## config.mk

```make
export PLATFORM = sky130hd
export DESIGN_NAME = pc
export DESIGN_NICKNAME = d
export VERILOG_FILES = /design/src/rtl/pc_pkg.sv /design/src/rtl/pc.sv
export SDC_FILE = /design/constraint.sdc
export NUM_CORES = 1
export LEC_CHECK = 0
export CORE_MARGIN = 2
export CORE_UTILIZATION = 42
export CTS_CLUSTER_SIZE = 24
export DETAILED_ROUTE_END_ITERATION = 10
export PLACE_DENSITY = 0.82
export SLEW_MARGIN = 20
export SYNTH_ARGS = -nofsm -noshare
export SYNTH_HDL_FRONTEND = slang
export SYNTH_SLANG_ARGS = --single-unit
```

## constraint.sdc

```tcl
create_clock -name clk -period 1.75 [get_ports clk]
set_input_delay 0.35 -clock clk [delete_from_list [all_inputs] [get_ports clk]]
set_output_delay 0.35 -clock clk [all_outputs]
set_load 0.02 [all_outputs]
```

## src/rtl/pc_pkg.sv

```systemverilog
// pc_pkg -- shared definitions for the fetch-stage modules.
//
// Contents:
//   XLEN_DEF        default address width in bits (32)
//   RESET_ADDR_DEF  default reset vector (0x0000_0000)
//   addr_t          XLEN_DEF-bit instruction address type
//
// Optional feature macro used by modules importing this package:
//   PC_MISALIGN_CHECK_EN  adds the MISALIGNED alignment-check output to pc.
package pc_pkg;

  localparam int XLEN_DEF = 32;

  localparam logic [XLEN_DEF-1:0] RESET_ADDR_DEF = '0;

  typedef logic [XLEN_DEF-1:0] addr_t;

endpackage : pc_pkg

```

## src/rtl/pc.sv

```systemverilog
// pc -- program-counter register for the fetch stage.
//
// Holds the current instruction address. On each rising clk edge it loads
// the next-PC value IN, unless STALL is high, in which case it holds. An
// asynchronous active-low reset forces the register to RESET_ADDR at once;
// reset has priority over STALL. OUT comes straight from the register, so
// there is no combinational path from IN to OUT.
//
// Parameters:
//   XLEN        address width in bits (default 32)
//   RESET_ADDR  reset vector, XLEN bits (default 0)
//
// Ports:
//   clk         input   1     system clock, rising edge
//   rst         input   1     asynchronous reset, active low (0 = reset)
//   STALL       input   1     1 = hold current PC, 0 = load IN
//   IN          input   XLEN  next-PC value from the PC-select mux
//   OUT         output  XLEN  current PC
//   MISALIGNED  output  1     only with PC_MISALIGN_CHECK_EN defined:
//                             high when OUT[1:0] != 2'b00
//
// Build option:
//   PC_MISALIGN_CHECK_EN  when defined, adds the MISALIGNED output.
module pc
  import pc_pkg::*;
#(
  parameter int              XLEN       = XLEN_DEF,
  parameter logic [XLEN-1:0] RESET_ADDR = XLEN'(RESET_ADDR_DEF)
) (
  input  logic            clk,
  input  logic            rst,
  input  logic            STALL,
  input  logic [XLEN-1:0] IN,
`ifdef PC_MISALIGN_CHECK_EN
  output logic [XLEN-1:0] OUT,
  output logic            MISALIGNED
`else
  output logic [XLEN-1:0] OUT
`endif
);

  logic [XLEN-1:0] pc_q;

  // Reset wins over STALL; the value is loaded exactly as presented, with
  // no increment or alignment applied here.
  always_ff @(posedge clk or negedge rst) begin
    if (!rst) begin
      pc_q <= RESET_ADDR;
    end else if (!STALL) begin
      pc_q <= IN;
    end
  end

  assign OUT = pc_q;

`ifdef PC_MISALIGN_CHECK_EN
  // 32-bit instructions must sit on a 4-byte boundary.
  assign MISALIGNED = (pc_q[1:0] != 2'b00);
`endif

endmodule : pc

```

==> out/results.tsv, run 1 <==
stage	metric	value	unit
timing	Fin Hold WS	0.4100	ns
timing	slew margin rel.	0.7407	
worst_setup_path	logic depth of the worst path, buffers included	1	
synthesis	Synth Net Count	103	
timing	Clock Skew	0	ns
final_layout	most used cells in the layout excluding fill and tap cells	sky130_fd_sc_hd__clkdlybuf4s50_1 (65), sky130_fd_sc_hd__dfrtp_1 (32), sky130_fd_sc_hd__mux2_4 (30)	
synthesis	synthesis warning total	0	
synthesis	post-synthesis cell area	0.001345	mm2
worst_setup_path	Critical Path Sink Type	primary output	
final_layout	commonest non-fill, non-tap cell in the layout	sky130_fd_sc_hd__clkdlybuf4s50_1	
final_layout	fraction of layout instances using a drive strength above 1	0.3022	
timing	Final Critical Period	1.671	ns
timing	Sum Neg Setup Slack	0	ns
worst_setup_path	r2r startpoint	OUT[10]	
timing	final number of setup-violating endpoints	0	
clock_tree	post-CTS setup buffers	0	
run	Maximum Capacitance Violations	0	
worst_setup_path	Largest stage delay, worst path	0.63	ns
worst_setup_path	CP startpoint kind	flip-flop	
clock_tree	count of H-tree levels built during CTS	2	
worst_setup_path	CP Buf/Inv Count	1	
worst_setup_path	CP required	1.40	ns
worst_setup_path	critical-path cell with the highest stage delay	sky130_fd_sc_hd__clkdlybuf4s50_1	
final_layout	max FFs per register	32	
clock_tree	clock input transition at the sequential cells of the worst setup and hold paths	0.09	ns
final_layout	antenna diode count	0	
worst_setup_path	Worst Path Max Fanout	2	
synthesis	number of storage elements in the synthesis netlist	32	
timing	unrepaired setup endpoints after global routing	no	
power	share of power burned in registers	0.474	
clock_tree	root buffer cell	sky130_fd_sc_hd__clkbuf_4	
timing	Peak Freq	598.4	MHz
synthesis	synth top area cells	sky130_fd_sc_hd__dfrtp_1 (60%), sky130_fd_sc_hd__mux2_4 (33%), sky130_fd_sc_hd__buf_12 (4.5%)	
clock_tree	number of gates resized after CTS	0	
final_layout	final core occ	0.6803	
power	Power Dens Cells	867.8	mW/mm2
synthesis	fraction of post-synthesis cell area in the top cell type by area	0.5953	
worst_setup_path	R2R depth	1	
floorplan	I/O pins	67	
drt	initial DRC count	22	
clock_tree	clock tree from TritonCTS	done	
grt	number of antenna violations at the first check in global routing	0	
final_layout	total of fill cells in the finished design	242	
worst_setup_path	endpoint of the worst setup timing path	OUT[4]	
floorplan	row cnt	20	
placement	count of buffers inserted at the top-level ports	66	
floorplan	area of the core region	0.003053	mm2
synthesis	dominant cell type by area after synthesis	sky130_fd_sc_hd__dfrtp_1	
drt	average wire per cell in the routed design	14.62	um
synthesis	post-synthesis cell count	68	
timing	final critical-path setup slack	0.07890	ns
worst_setup_path	arrival time of data at the critical path endpoint	1.32	ns
synthesis	number of distinct library cells after synthesis	5	
worst_setup_path	crit path cell chain	clkdlybuf4s50_1	
floorplan	Die Area	0.003671	mm2
clock_tree	clock latency on the worst-skew pair	0.32	ns
worst_setup_path	Crit Reg-Reg Endpoint	OUT[10]	
grt	number of global-route vias before repair	925	
clock_tree	largest buffer count on any clock path	2	
grt	total congestion overflow after global routing	0	
grt	maximum number of pins on one net before global-route repair	33	
worst_setup_path	family with the most delay on the worst path	buffers and inverters	
timing	transition time at the pin with the least slew margin	0.3890	ns
clock_tree	number of buffers created by CTS	5	
power	P_leak	0.9380	nW
clock_tree	cts hold-fix bufs	0	
placement	Placed Cells	176	
final_layout	synthesis-to-layout area growth	54.42	%
grt	combined global-route utilization of all metal layers	0.1612	
floorplan	height of the chip	60.59	um
floorplan	Initial Util	0.4406	
timing	final hold violation count	0	
run_status	result of the run	complete, no violations	
drt	count of antenna-violating nets left after detailed routing	0	
power	internal power component	1.340	mW
worst_setup_path	R2R Setup Slk	0.97	ns
drt	total routed wirelength	2675	um
drt	vias	832	
power	combinational power share	0.272	
clock_tree	clock tree sinks	32	
placement	pre-CTS setup slack	0.4235	ns
power	peak supply drop	0.0004938	V
timing	share of the clock period used by the worst path	0.9549	
worst_setup_path	Crit Path Class	flip-flop to primary output	
placement	GP Congestion	0.6472	
power	fraction of power spent switching nets	0.2564	
power	clock network power share	0.254	
hold_path	Worst Hold Class	input pin to async pin	
drt	DR pass1 iterations	4	
timing	number of max-slew violations in the final report	0	
synthesis	Post-Syn Area per Cell	19.78	um2
drt	detailed-route vias per instance	4.546	
final_layout	non-filler cells in the finished layout	183	
grt	global-route wire length before repair	4215	um
worst_setup_path	Crit. Startpoint	OUT[4]	
drt	DRC viols	0	
synthesis	sequential cell area fraction in the yosys report	0.5953	
floorplan	x dimension of the die	60.59	um
final_layout	post-layout net count	174	
power	Sw Pwr	0.4621	mW
## Yosys cell counts
| cell | n |
|---|---|
| sky130_fd_sc_hd__buf_12 | 3 |
| sky130_fd_sc_hd__mux2_4 | 30 |
| sky130_fd_sc_hd__mux2_2 | 2 |
| sky130_fd_sc_hd__buf_6 | 1 |
| sky130_fd_sc_hd__dfrtp_1 | 32 |
## through the flow
| step | power, mW | instance area, um2 |
|---|---|---|
| 3_5_place_dp | 1.364 | 2012 |
| 6_report | 1.802 | 2077 |
| 5_1_grt | 1.890 | 2077 |
| 3_3_place_gp | 1.351 | 2012 |
| 4_1_cts | 1.832 | 2077 |
| 2_1_floorplan | 1.110 | 1345 |
## worst min-delay path by stage
stage	start	end	slack, ns	depth (start not counted)
6_report	rst	OUT[10]	0.41	2
5_1_grt	rst	OUT[6]	0.43	2
4_1_cts	rst	OUT[10]	0.41	2
3_5_place_dp	OUT[6]	OUT[6]	0.49	1
3_3_place_gp	OUT[29]	OUT[29]	0.49	1
2_1_floorplan	rst	OUT[0]	0.05	0
## layer usage
metal / part of all wire / track usage / wire length, um / up-vias
met3: 0.11 / 0.08529 / 281 / 4
met1: 0.38 / 0.1900 / 1011 / 405
met4: 0.010 / 0.05590 / 27 / 0
li1: - / - / - / 378
met5: 0 / 0 / 0 / -
met2: 0.51 / 0.2535 / 1355 / 45
## cells by family (layout without fill, tap and decap cells)
kind of cell,Yosys count,after routing,synth area share
buffers and inverters,4,75,0.05302
muxes,32,32,0.3516
DFF,32,32,0.5954
## power by group through the flow
stage / combinational (mW) / clock, mW / sequential (mW)
after floorplan: 0.152 / 0 / 0.959
after global placement: 0.487 / 0 / 0.864
after detailed placement: 0.495 / 0 / 0.869
after CTS: 0.497 / 0.479 / 0.856
after global routing: 0.517 / 0.508 / 0.865
final: 0.490 / 0.458 / 0.855
## area by class of cell
cell class	count	area [um2]	area share
flip-flops and latches	32	800.8	0.3855
repair buffers	68	683.2	0.3289
multi-input cells	32	473.0	0.2277
clock buffers	7	65.06	0.03133
well taps	44	55.05	0.02651
(Power assumes the default switching activity.)
==> run 2, diff against run 1 <==
Settings changed: SETUP_SLACK_MARGIN from default to 0.05, SLEW_MARGIN 20 to 40.
==> out/results.tsv, run 2 (synthesis gave the netlist of run 1 again) <==
stage	metric	value	unit	change
run_status	result of the run	complete, no violations		
floorplan	x dimension of the die	60.59	um	unchanged
drt	detailed-route vias per instance	4.552		+0.12%
worst_setup_path	logic depth of the worst path, buffers included	1		unchanged
timing	number of max-slew violations in the final report	0		unchanged
final_layout	most used cells in the layout excluding fill and tap cells	sky130_fd_sc_hd__clkdlybuf4s50_1 (49), sky130_fd_sc_hd__dfrtp_1 (32), sky130_fd_sc_hd__mux2_4 (30)		
final_layout	total of fill cells in the finished design	238		-1.7%
final_layout	multi-input gate area in the final layout	473.0	um2	unchanged
power	Power Dens Cells	849.1	mW/mm2	-2.2%
power	peak supply drop	0.0004931	V	-0.14%
worst_setup_path	CP required	1.40	ns	about the same
final_layout	storage element area	800.8	um2	unchanged
timing	unrepaired setup endpoints after global routing	no		
power	Sw Pwr	0.4628	mW	+0.15%
grt	combined global-route utilization of all metal layers	0.1612		unchanged
placement	Placed Cells	176		unchanged
worst_setup_path	CP Buf/Inv Count	1		unchanged
final_layout	post-layout net count	174		unchanged
final_layout	max FFs per register	32		unchanged
drt	vias	833		+0.12%
worst_setup_path	R2R depth	1		unchanged
grt	maximum number of pins on one net before global-route repair	33		unchanged
power	internal power component	1.332	mW	-0.65%
power	P_leak	1.079	nW	+15%
worst_setup_path	Worst Path Max Fanout	2		unchanged
hold_path	Worst Hold Class	input pin to async pin		
timing	transition time at the pin with the least slew margin	0.3941	ns	+0.005106 ns
final_layout	fraction of layout instances using a drive strength above 1	0.3022		unchanged
worst_setup_path	critical-path cell with the highest stage delay	sky130_fd_sc_hd__clkdlybuf4s50_1		
final_layout	final core occ	0.6922		+0.01188
clock_tree	root buffer cell	sky130_fd_sc_hd__clkbuf_4		
final_layout	synthesis-to-layout area growth	57.12	%	
floorplan	row cnt	20		unchanged
final_layout	commonest non-fill, non-tap cell in the layout	sky130_fd_sc_hd__clkdlybuf4s50_1		
grt	global-route wire length before repair	4215	um	unchanged
floorplan	Initial Util	0.4406		unchanged
drt	DR pass1 iterations	4		unchanged
timing	Clock Skew	0	ns	unchanged
placement	GP Congestion	0.6472		unchanged
worst_setup_path	Largest stage delay, worst path	0.61	ns	-0.02 ns
clock_tree	largest buffer count on any clock path	2		unchanged
clock_tree	post-CTS setup buffers	0		unchanged
clock_tree	clock input transition at the sequential cells of the worst setup and hold paths	0.09	ns	about the same
clock_tree	cts hold-fix bufs	0		unchanged
worst_setup_path	Crit Path Class	flip-flop to primary output		
grt	number of antenna violations at the first check in global routing	0		unchanged
drt	average wire per cell in the routed design	14.74	um	+0.82%
worst_setup_path	arrival time of data at the critical path endpoint	1.30	ns	-0.02 ns
clock_tree	clock latency on the worst-skew pair	0.32	ns	about the same
timing	Peak Freq	605.9	MHz	+1.2%
final_layout	antenna diode count	0		unchanged
grt	number of global-route vias before repair	925		unchanged
timing	Final Critical Period	1.651	ns	-0.02055 ns
grt	total congestion overflow after global routing	0		unchanged
clock_tree	clock tree sinks	32		unchanged
drt	initial DRC count	21		-4.5%
power	combinational power share	0.268		-0.004
clock_tree	clock tree from TritonCTS	done		
drt	total routed wirelength	2697	um	+0.82%
worst_setup_path	crit path cell chain	clkdlybuf4s50_1		
final_layout	non-filler cells in the finished layout	183		unchanged
drt	DRC viols	0		unchanged
floorplan	height of the chip	60.59	um	unchanged
clock_tree	number of buffers created by CTS	5		unchanged
floorplan	area of the core region	0.003053	mm2	unchanged
timing	final hold violation count	0		unchanged
timing	slew margin rel.	0.7373		-0.003404
floorplan	I/O pins	67		unchanged
timing	share of the clock period used by the worst path	0.9432		-0.01174
timing	final number of setup-violating endpoints	0		unchanged
power	share of power burned in registers	0.476		+0.002
timing	Sum Neg Setup Slack	0	ns	unchanged
power	fraction of power spent switching nets	0.2579		+0.001545
worst_setup_path	CP startpoint kind	flip-flop		
worst_setup_path	family with the most delay on the worst path	buffers and inverters		
run	Maximum Capacitance Violations	0		unchanged
power	clock network power share	0.256		+0.002
placement	count of buffers inserted at the top-level ports	66		unchanged
floorplan	Die Area	0.003671	mm2	unchanged
drt	count of antenna-violating nets left after detailed routing	0		unchanged
worst_setup_path	Critical Path Sink Type	primary output		
clock_tree	count of H-tree levels built during CTS	2		unchanged
[run 2: cell count changes in the layout (fill, tap and decap cells not counted)]
cell and delta:
sky130_fd_sc_hd__clkdlybuf4s50_1 -16, sky130_fd_sc_hd__dlygate4sd2_1 +1, sky130_fd_sc_hd__dlymetal6s2s_1 +15
[run 2: metal layers]
metal,part of all wire,global-route usage
met1,0.38,0.1900
met2,0.51,0.2535
met3,0.10,0.08529
met4,0.010,0.05590
met5,0,0
[run 2: power groups by stage]
stage	sequential [mW]	clock [mW]	combinational, mW
after global routing	0.864	0.508	0.508
after global placement	0.864	0	0.487
after floorplan	0.959	0	0.152
after detailed placement	0.869	0	0.495
final	0.853	0.460	0.481
after CTS	0.856	0.479	0.496
[run 2: path summary, 6_finish.rpt]
check / from / end / slack (ns)
setup reg to reg: OUT[10] / OUT[10] / 0.97
max in group asynchronous: rst / OUT[31] / 1.05
min in group clk: OUT[1] / OUT[1] / 0.51
hold / removal: rst / OUT[10] / 0.41
hold reg to reg: OUT[1] / OUT[1] / 0.51
setup / recovery: OUT[30] / OUT[30] / 0.1
[run 2: through the flow]
stage | worst slack [ns] | total power [mW] | instance area [um2] | hold slack [ns]
3_3_place_gp | 0.4493 | 1.351 | 2012 | 0.4885
4_1_cts | 0.05141 | 1.831 | 2076 | 0.4107
6_report | 0.09945 | 1.794 | 2113 | 0.4132
2_1_floorplan | 0.7328 | 1.110 | 1345 | 0.05441
5_1_grt | 0.05266 | 1.880 | 2113 | 0.4320
3_5_place_dp | 0.4235 | 1.364 | 2012 | 0.4913
[run 2: repair_timing]
action,in CTS,in global routing
gates cloned,0,0
resized for setup,1,15
setup endpoints to repair,1,15
[run 2: area by class of cell]
| class | count | share of cell area |
|---|---|---|
| Timing Repair Buffer | 68 | 0.3404 |
| Sequential cell | 32 | 0.3789 |
| Clock buffer | 7 | 0.03079 |
| Multi-Input combinational cell | 32 | 0.2238 |
| Tap cell | 44 | 0.02605 |
==> patch, RTL diff (settings of run 2) <==
The option `PC_MISALIGN_CHECK_EN` is turned on by a define.
--- a/src/rtl/pc.sv
+++ b/src/rtl/pc.sv
@@ -23,2 +23,4 @@
 //   PC_MISALIGN_CHECK_EN  when defined, adds the MISALIGNED output.
+`define PC_MISALIGN_CHECK_EN
+
 module pc
Function (old outputs only; new: MISALIGNED): kept (Yosys induction, for registers that start in step).
==> patch against run 2 <==
- cell area grew 1.8%
- synthesized area is 0.47% higher
- sequential cell count did not move
- final cell count up 1.6%
- setup slack improved by 6.7 ps
- routed wire length decreased by 1.8%
- power down 1.5%
- hold slack worse by 3.1 ps
- critical endpoint is now OUT[14]
==> patch: results (changes against run 2) <==
* Status: finished clean
* Dpl cells at 178 (+1.1%)
* Max stage delay on crit path at 610 ps (about the same)
* Flop pwr share at 0.482 (+0.006)
* R2R cell count at 1 (unchanged)
* 1st-iter DRT viols at 10 (-52%)
* Crit path from: OUT[14]$_DFFE_PN0N_
* Sequential share of the synthesized area at 0.593 (-0.00276)
* Post-synth top flop: dfrtp_1
* Clock share of power at 0.246 (-0.010)
* Total Routing Usage GR at 0.162 (+0.00113)
* Worst r2r src: OUT[0]$_DFFE_PN0N_
* Clk pwr at 0.434 mW (-5.7%)
* Synth Net Count at 104 (+0.97%)
* Worst Tran Pin Value at 398 ps (+3.57 ps)
* Place WS at 186 ps (-237 ps)
* Pint at 1.30 mW (-2.4%)
* Synth top cells by count: dfrtp_1 (32), mux2_4 (30), buf_12 (3), mux2_2 (2)
* Max reg flops at 32 (unchanged)
* Nets at 176 (+1.1%)
* Reg2Reg Setup Slack at slightly below 1000 ps
* Hold_ws at 410 ps (-3.08 ps)
* Yosys cell types at 6 (+1)
* PortBufs at 67 (+1.5%)
* Post-Syn Instances at 69 (+1.5%)
* Period utilization at 0.939 (-0.00382)
* Placed cell areas at 2030 um^2 (+0.81%)
* First-pass GRT wire length at 4.17 mm (-0.97%)
* Arr. time, crit path at ~1300 ps
* Worst vdd ir at 0.000473 V (-4.1%)
* Top post-synthesis cells by area: dfrtp_1 (59%), mux2_4 (33%), buf_12 (4.4%)
* Leak Pwr at 1.20 nW (+11%)
* CP endpoint: OUT[14]
* Vias in the first global route at 892 (-3.6%)
* Vias per cell at 4.42 (-2.8%)
* Reg2Reg Capture Point: OUT[0]$_DFFE_PN0N_
* Drt pass-1 iters at 2 (-2)
* Crit-path slowest cell: clkdlybuf4s50_1
* Antenna Cells at 0 (unchanged)
* Wire per inst at 14.2 um (-3.4%)
* Placer Congestion at 0.636 (-1.8%)
* Final HPWL DP at roughly 1.8 mm
* Total CTS buffers at 5 (unchanged)
* Fin cells at 186 (+1.6%)
* Layout cells sized above 1 at 0.303 (+0.000659)
[patch: what timing repair did]
action | in CTS | in global routing
setup endpoints to repair | 1 | 29
resized for setup | 2 | 29
hold endpoints to repair | 0 | 0
[patch: logic make-up (layout without fill, tap and decap cells)]
group	count (synthesis)	in the layout	share of synthesized area
buf+inv	4	77	0.0528
mux	32	32	0.350
flops	32	32	0.593
simple gates	1	1	0.00463
[patch: cell type report]
type | count | area (um^2)
flip-flops and latches | 32 | 801
multi-input cells | 33 | 479
clock buffers | 8 | 58.8
fillers | 225 | 901
well taps | 44 | 55.1
repair buffers | 69 | 758
[patch: per-layer routing]
| metal | up-vias | global-route usage | routed length (um) |
|---|---|---|---|
| met2 | 40 | 0.263 | 1360 |
| met3 | 3 | 0.0874 | 280 |
| met1 | 399 | 0.184 | 979 |
| li1 | 381 | - | - |
| met5 | - | 0 | 0 |
| met4 | 0 | 0.0559 | 27 |
